--- config.mk ---
export PLATFORM = sky130hd
export DESIGN_NAME = vga_timing_gen
export DESIGN_NICKNAME = d
export VERILOG_FILES = /design/src/rtl/vga_timing_gen.sv
export SDC_FILE = /design/constraint.sdc
export NUM_CORES = 1
export LEC_CHECK = 0
export BUFFER_PORTS_ARGS = -buffer_cell sky130_fd_sc_hd__buf_2
export CORE_ASPECT_RATIO = 0.6
export CORE_MARGIN = 1.5
export CORE_UTILIZATION = 59
export CTS_BUF_LIST = sky130_fd_sc_hd__clkbuf_2
export DETAILED_ROUTE_END_ITERATION = 8
export HOLD_SLACK_MARGIN = 0.08
export PLACE_DENSITY = 0.95
export SLEW_MARGIN = 20
export SYNTH_ARGS = -nofsm -noshare
export SYNTH_HDL_FRONTEND = slang
export SYNTH_SLANG_ARGS = --single-unit
export TNS_END_PERCENT = 30
--- constraint.sdc ---
create_clock -name pclk -period 3.54 [get_ports pclk]
set_input_delay 0.531 -clock pclk [delete_from_list [all_inputs] [get_ports pclk]]
set_output_delay 0.531 -clock pclk [all_outputs]
set_load 0.05 [all_outputs]
--- src/rtl/vga_timing_gen.sv ---
// Free-running VGA raster timing generator: drives hcount/vcount, syncs and blanking
// on the packed VGA bus (rgb held at 0) plus line/frame start pulses.
module vga_timing_gen #(
    parameter int   H_ACTIVE = 1024,
    parameter int   H_FP     = 24,
    parameter int   H_SYNC   = 136,
    parameter int   H_BP     = 160,
    parameter int   V_ACTIVE = 768,
    parameter int   V_FP     = 3,
    parameter int   V_SYNC   = 6,
    parameter int   V_BP     = 29,
    parameter logic SYNC_POL = 1'b0,
    localparam int  VGA_BUS_SIZE = 38
) (
    input  logic                    pclk,
    input  logic                    rst,
    input  logic                    run,
    output logic [VGA_BUS_SIZE-1:0] vga_out,
    output logic                    frame_start,
    output logic                    line_start
);

    localparam int H_TOTAL = H_ACTIVE + H_FP + H_SYNC + H_BP;
    localparam int V_TOTAL = V_ACTIVE + V_FP + V_SYNC + V_BP;

    // Counters are 11 bits wide, so a raster larger than 2048 in either axis cannot be represented.
    generate
        if (H_TOTAL > 2048 || V_TOTAL > 2048) begin : g_bad_timing
            $error("vga_timing_gen: H_TOTAL/V_TOTAL must not exceed 2048");
        end
    endgenerate

    localparam logic [10:0] H_LAST     = 11'(H_TOTAL - 1);
    localparam logic [10:0] V_LAST     = 11'(V_TOTAL - 1);
    localparam logic [10:0] H_BLNK_BEG = 11'(H_ACTIVE);
    localparam logic [10:0] V_BLNK_BEG = 11'(V_ACTIVE);
    localparam logic [10:0] HS_BEG     = 11'(H_ACTIVE + H_FP);
    localparam logic [10:0] HS_END     = 11'(H_ACTIVE + H_FP + H_SYNC - 1);
    localparam logic [10:0] VS_BEG     = 11'(V_ACTIVE + V_FP);
    localparam logic [10:0] VS_END     = 11'(V_ACTIVE + V_FP + V_SYNC - 1);

    logic [10:0] hcount_q, hcount_d;
    logic [10:0] vcount_q, vcount_d;
    logic        hs_q, hs_d;
    logic        vs_q, vs_d;
    logic        hblnk_q, hblnk_d;
    logic        vblnk_q, vblnk_d;
    logic        line_start_q, line_start_d;
    logic        frame_start_q, frame_start_d;

    // Sync and blanking are decoded from the next counts so all bus fields describe one pixel.
    always_comb begin
        hcount_d      = hcount_q;
        vcount_d      = vcount_q;
        line_start_d  = 1'b0;
        frame_start_d = 1'b0;
        if (run) begin
            if (hcount_q == H_LAST) begin
                hcount_d     = 11'd0;
                line_start_d = 1'b1;
                if (vcount_q == V_LAST) begin
                    vcount_d      = 11'd0;
                    frame_start_d = 1'b1;
                end else begin
                    vcount_d = vcount_q + 11'd1;
                end
            end else begin
                hcount_d = hcount_q + 11'd1;
            end
        end
        hblnk_d = (hcount_d >= H_BLNK_BEG);
        vblnk_d = (vcount_d >= V_BLNK_BEG);
        hs_d    = (hcount_d >= HS_BEG && hcount_d <= HS_END) ? SYNC_POL : ~SYNC_POL;
        vs_d    = (vcount_d >= VS_BEG && vcount_d <= VS_END) ? SYNC_POL : ~SYNC_POL;
    end

    always_ff @(posedge pclk) begin
        if (rst) begin
            hcount_q      <= 11'd0;
            vcount_q      <= 11'd0;
            hs_q          <= ~SYNC_POL;
            vs_q          <= ~SYNC_POL;
            hblnk_q       <= 1'b0;
            vblnk_q       <= 1'b0;
            line_start_q  <= 1'b0;
            frame_start_q <= 1'b0;
        end else begin
            hcount_q      <= hcount_d;
            vcount_q      <= vcount_d;
            hs_q          <= hs_d;
            vs_q          <= vs_d;
            hblnk_q       <= hblnk_d;
            vblnk_q       <= vblnk_d;
            line_start_q  <= line_start_d;
            frame_start_q <= frame_start_d;
        end
    end

    assign vga_out     = {hcount_q, vcount_q, hs_q, vs_q, hblnk_q, vblnk_q, 12'h000};
    assign line_start  = line_start_q;
    assign frame_start = frame_start_q;

endmodule

==> results of run 1 <==
## synthesized netlist by cell type (7+ instances only)
cell type,n,area (µm²)
sky130_fd_sc_hd__dfxtp_1,28,561
sky130_fd_sc_hd__nor2_1,27,101
sky130_fd_sc_hd__buf_4,18,135
sky130_fd_sc_hd__nor3_1,14,70.1
sky130_fd_sc_hd__a21oi_1,13,65.1
sky130_fd_sc_hd__nand2_1,11,41.3
sky130_fd_sc_hd__and3_1,8,50.1
sky130_fd_sc_hd__clkbuf_1,8,30.0
sky130_fd_sc_hd__nand4_1,8,50.1
sky130_fd_sc_hd__xnor2_1,8,70.1
sky130_fd_sc_hd__xor2_1,8,70.1
sky130_fd_sc_hd__nand3_1,7,35.0
## stage by stage
stage	cells	util, %	worst slack [ps]
floorplan	224	-	991
global placement	252	65.8	995
detailed placement	252	65.8	863
CTS	256	67.5	929
global route	256	67.5	649
finish	256	67.5	862
## metal layers
metal	wire length (µm)	part of all wire, %	global-route usage [%]
met1	1810	51	36.7
met2	1400	39	32.1
met3	311	8.8	5.36
met4	35	0.99	5.66
met5	0	0	0
## cell families after synthesis
| kind of cell | count (synthesis) |
|---|---|
| multiplexers | 2 |
| XOR/XNOR | 16 |
| other | 1 |
| AO/OA/AOI/OAI | 33 |
| adder cells (fa/ha/maj) | 3 |
| AND/OR/NAND/NOR | 94 |
| buffers and inverters | 36 |
| flip-flops | 28 |
## placed cells by master, fill, tap and decap left out, drive strengths merged, types with 7 or more instances in the layout
master  synthesis  final
and3            8      8
nor2           27     27
buf            25     30
nand2          11     11
xnor2           8      8
conb            1     12
nor3           14     14
nand4           8      8
dfxtp          28     28
xor2            8      8
o21ai           7      7
a21oi          13     13
nand3           7      7
## critical path, delay by kind of cell, from the launching register on
family / cells / cell delay [ps]
simple gates: 5 / 1780
flops: 1 / 460
fa+ha+maj: 1 / 200
compound gates: 1 / 150
## cell type report
type / count / area, µm² / share of cell area, %
timing repair buffer: 30 / 150 / 8.47
clock buffer: 3 / 15.0 / 0.847
tap: 32 / 40.0 / 2.26
multi-input combinational: 160 / 970 / 54.7
inverter: 2 / 7.51 / 0.423
sequential: 28 / 561 / 31.6
clock inverter: 1 / 30.0 / 1.69
## power breakdown
| group | internal [µW] | total (µW) | leakage, µW | switching, µW |
|---|---|---|---|---|
| combinational | 5.97 | 50.6 | 0.000514 | 44.7 |
| clock | 97.0 | 204 | 0.0000266 | 107 |
| sequential | 319 | 322 | 0.000226 | 2.49 |
## worst max path at each step
stage	startpoint	end	slack (ps)	depth (start not counted)
after floorplan	hcount_q[0]	vs_q	990	9
after global placement	run	vs_q	1000	7
after detailed placement	run	vs_q	860	7
after CTS	hcount_q[0]	vs_q	930	7
after global routing	hcount_q[0]	vs_q	650	7
final	hcount_q[0]	vs_q	860	7
## registers in the layout (all words and copies together) (netlist names)
register,flops
frame_start,1
hcount_q,11
hblnk_q,1
vs_q,1
line_start,1
vblnk_q,1
hs_q,1
vcount_q,11
==> results.md, run 1 <==
* Number of top-level design ports at 43
* Area of all placed cells without fillers at 1770 µm²
* Share of post-route cells with drive strength above 1 at 17.4%
* Count of antenna diodes in the layout at 0
* Setup repair bufs after CTS at 0
* Number of vias after detailed routing at 1494
* CP Data Arrival Time at 3000 ps
* Post-route clock period utilization at 75.7%
* # hold bufs at CTS at 0
* MaxCap Viol Count at 0
* CTS tree: yes
* Worst hold-check slack at 416 ps
* Post-synthesis compound-gate area fraction at 12.6%
* Startpoint of the lowest-slack register-to-register path: hcount_q[0]
* Critical path's largest stage delay at 460 ps
* Required arrival time at the worst endpoint at 3860 ps
* Xor and xnor fraction of the mapped netlist area at 8.16%
* Critical Path End Type: flop
* Number of detailed-routing iterations run before antenna repair at 4
* Mean number of vias per cell at 5.84
* Global-route wire length before repair at 5.68 mm
* Post-synthesis share of cell area spent on full adders, half adders and majority gates at 2.18%
* Path type of the worst min-delay path: in2reg
* Overall routing resource usage at 23.4%
* Largest net degree at the start of global routing at 27
* Slowest stage cell on the critical path: sky130_fd_sc_hd__dfxtp_1
* Worst voltage drop across the vdd grid at 228 µV
* Count of fill cells added during filler insertion at 243
* I/O Buffers at 30
* Cell area after synthesis at 1720 µm²
* Max Freq at 373 MHz
* Dpl hpwl at 2.59 mm
* Startpoint-to-endpoint class of the critical path: reg2reg
* Height of the die at 44.8 µm
* Routability congestion estimate from global placement at 0.862
* Accumulated negative setup slack at 0 ps
* CTS buffer count at 3
* Min Tclk post-route at 2680 ps
* Total number of placement rows at 14
* Proportion of synthesized chip area in sequential cells at 32.6%
* Measured slew at the worst slew-check pin at 515 ps
* Synth Warn # at 0
* Multiplexer area fraction after synthesis at 1.17%
* Area of the die at 3250 µm²
* Worst Hold Depth at 3
* Mean routed wirelength per cell at 13.9 µm
* Status: completed
* Gates resized, CTS repair at 0
* Number of global-route vias before repair at 1182
* Fin Clk Skew at 10.8 ps
* Biggest fanout along the worst timing path at 12
* Htree depth at 1
* Total leakage power at 0.000767 µW
* Number of synthesized flops with an enable pin at 0
* Synthesis-to-layout area growth at 3.20%
* Final Max Slew Viols at 0
* Number of antenna violations at the first check in global routing at 0
* Max-Slew Margin vs Limit at 65.6%
* Start point of the worst hold path: run
* Clock-pin transition on the worst setup and hold timing paths at 290 ps
* Final-stage net count at 231
* Root Buffer: sky130_fd_sc_hd__clkbuf_2
* Area fraction in and, or, nand and nor cells after synthesis at 29.7%
* Number of sinks handled by clock tree synthesis at 28
* R2R setup slack at 860 ps
* Number of distinct library cells after synthesis at 46
* Remaining number of nets flagged by the antenna check after routing at 0
* Seq cells post-synth at 28
* Dominant combinational cell family by area after synthesis: simple AND/OR/NAND/NOR gates
* Initial Utilization at 65.4%
* Total wirelength of the detailed-routed design at 3.55 mm
* Gate Count Post-Synth at 213
* Worst-case hold path end point: hcount_q[0]
* Global route total overflow at 0
* Total count of hold-check failures in the final report at 0
* Clock insertion delay at the later pin of the skew report at 410 ps
* Setup violations, final at 0
* Worst-case clock buffer depth at 2
* Area post-placement at 1730 µm²
* Crit-path cells: ha_1, and3_1, nand4_1, nor2_1, a22oi_1, and4bb_2, or4b_1
* Worst R2R End: vs_q
* Initial DRC count at 143
* Power per cell area at 325 nW/µm²
* Post-route DRC at 0
* Post-Syn Area per Cell at 8.07 µm²
* Overall power consumption at 576 µW
* Top FF cell, synth: sky130_fd_sc_hd__dfxtp_1
* Nature of the critical path startpoint: flop
* Core outline area at 2630 µm²
* RSZ-0062 raised after global routing: false
* Count of cells along the worst register-to-register path at 7
* Asr flop ratio synth at 0%
* Die X at 72.7 µm
Note: power is estimated with default switching activity, not from simulation.
==> run 2, diff against run 1 <==
- CORE_UTILIZATION: 59 -> 50
- PLACE_DENSITY: 0.95 -> 0.89
- clock period: 3.54 -> 2.3 ns (I/O delays scaled with it)
==> run 2 against run 1 <==
  * Sequential power increased by 52%
  * Register-to-register slack got worse by 800 ps
  * Global-route usage down 2.0 points
  * Via count grew 5.6%
  * Final cell count grew 14%
  * First-iteration DRC count is 5.6% higher
  * Setup slack lost 800 ps
  * Fmax rose by 20%
==> results.md, run 2 (synthesis results as in run 1) <==
* Total leakage power at 0.000897 µW
* Area of the die at 3810 µm²
* Count of fill cells added during filler insertion at 285
* Fin Clk Skew at 6.96 ps
* I/O Buffers at 30
* Total count of hold-check failures in the final report at 0
* Top library cells by usage in the layout, fill and taps aside: 30 x sky130_fd_sc_hd__buf_2, 26 x sky130_fd_sc_hd__nor2_1, 24 x sky130_fd_sc_hd__buf_4
* Htree depth at 1
* Post-route clock period utilization at 97.2%
* Dpl hpwl at 2.83 mm
* Worst voltage drop across the vdd grid at 219 µV
* Clock power frac at 34.0%
* Power Internal at 650 µW
* Die X at 78.7 µm
* GRT met2 Usage at 29.0%
* Layer with the highest usage after global routing: met1
* Post-route DRC at 0
* CTS buffer count at 3
* Largest net degree at the start of global routing at 26
* Setup violations, final at 0
* Biggest fanout along the worst timing path at 9
* Critical Path End Type: flop
* Initial Utilization at 52.6%
* Mean number of vias per cell at 5.38
* CP Data Arrival Time at 2520 ps
* Accumulated negative setup slack at 0 ps
* Share of post-route cells with drive strength above 1 at 33.9%
* Global route total overflow at 0
* Status: completed
* Root Buffer: sky130_fd_sc_hd__clkbuf_2
* Synthesis-to-layout area growth at 18.1%
* Core outline area at 3260 µm²
* Met1 track utilization from global routing at 33.4%
* Initial DRC count at 151
* Final Max Slew Viols at 0
* Clock-pin transition on the worst setup and hold timing paths at 260 ps
* Startpoint of the lowest-slack register-to-register path: hcount_q[0]
* Number of antenna violations at the first check in global routing at 0
* MaxCap Viol Count at 0
* Clock insertion delay at the later pin of the skew report at 360 ps
* Startpoint-to-endpoint class of the critical path: reg2reg
* Remaining number of nets flagged by the antenna check after routing at 0
* Required arrival time at the worst endpoint at 2590 ps
* Mean routed wirelength per cell at 13.7 µm
* Most common cell after layout, fill and taps aside: sky130_fd_sc_hd__buf_2
* Overall routing resource usage at 21.4%
* Global-route wire length before repair at 6.49 mm
* Min Tclk post-route at 2230 ps
* Number of detailed-routing iterations run before antenna repair at 4
* Final-stage net count at 255
* Max Freq at 447 MHz
* R2R setup slack at 70 ps
* # hold bufs at CTS at 0
* Routability congestion estimate from global placement at 0.866
* Power share of the combinational group at 9.8%
* Count of antenna diodes in the layout at 0
* Nature of the critical path startpoint: flop
* Path type of the worst min-delay path: in2reg
* Total number of placement rows at 16
* Start point of the worst hold path: run
* Worst-case clock buffer depth at 2
* Part of the total power dissipated in sequential elements at 56.2%
* Switching part of the total at 25.5%
* Height of the die at 48.4 µm
* Met3 capacity usage during global routing at 6.79%
* Number of vias after detailed routing at 1577
* Worst hold-check slack at 359 ps
* CTS tree: yes
* Number of top-level design ports at 43
* Leading registers by flop count: hcount_q: 11 flops, vcount_q: 11 flops
* Number of sinks handled by clock tree synthesis at 28
* Power dissipated by switching net loads at 222 µW
* Count of cells along the worst register-to-register path at 8
* Worst Hold Depth at 4
* Total wirelength of the detailed-routed design at 4.03 mm
* Worst-case hold path end point: hcount_q[0]
* CP Launch Point: hcount_q[0]
* Number of global-route vias before repair at 1318
* Worst R2R End: vs_q
* Power per cell area at 430 nW/µm²
-- run 2: cell count changes in the layout (fill, tap and decap cells not counted), sizes merged --
| cell | previous run | this run |
|---|---|---|
| buf | 30 | 54 |
-- run 2: how the worst max path moves through the flow --
stage / cells after the start / to
after floorplan: 8 / vs_q
after global placement: 8 / vs_q
after detailed placement: 8 / vs_q
after CTS: 8 / vs_q
after global routing: 8 / vs_q
final: 8 / vs_q
-- run 2: through the flow --
step                worst slack, ps  instances  total power [µW]  utilization (%)  area [µm²]
floorplan                      26.2        224               588                -        1790
global placement              -8.86        283               583             58.4        1910
detailed placement            -75.1        283               584             58.4        1910
CTS                            20.1        287               878             59.8        1950
global route                  -1.88        293               905             62.2        2030
finish                         65.2        293               873             62.2        2030
-- run 2: timing repair --
action,CTS,global route
setup buffers,0,6
setup endpoints to repair,1,1
resized for setup,2,8
hold endpoints to repair,0,0
gates cloned,0,0
-- run 2: cell type report --
class	instances	area, µm²	share of cell area (%)
timing repair buffer	54	330	16.3
multi-input combinational	160	997	49.2
clock buffer	3	15.0	0.740
inverter	2	7.51	0.370
clock inverter	1	30.0	1.48
tap	45	56.3	2.78
sequential	28	592	29.2
-- run 2: routing by layer --
metal	part of all wire [%]	routed length, µm
met5	0	0
met1	49	1990
met4	0.25	10
met3	9.6	388
met2	41	1640
-- run 2: power by group through the flow --
stage	Sequential [µW]	Combinational, µW	Clock [µW]
after floorplan	515	72.5	0
after global placement	502	81.6	0
after detailed placement	503	81.8	0
after CTS	494	82.1	303
after global routing	491	89.4	324
final	491	85.7	296
-- run 2: worst max-delay path: stages (launching register included) --
cell	delay (ps)
sky130_fd_sc_hd__dfxtp_4	410
sky130_fd_sc_hd__ha_1	220
sky130_fd_sc_hd__and3_1	200
sky130_fd_sc_hd__and4_4	210
sky130_fd_sc_hd__buf_4	170
sky130_fd_sc_hd__a21o_1	170
sky130_fd_sc_hd__a211oi_2	210
sky130_fd_sc_hd__nor2_1	70
sky130_fd_sc_hd__or4b_1	500
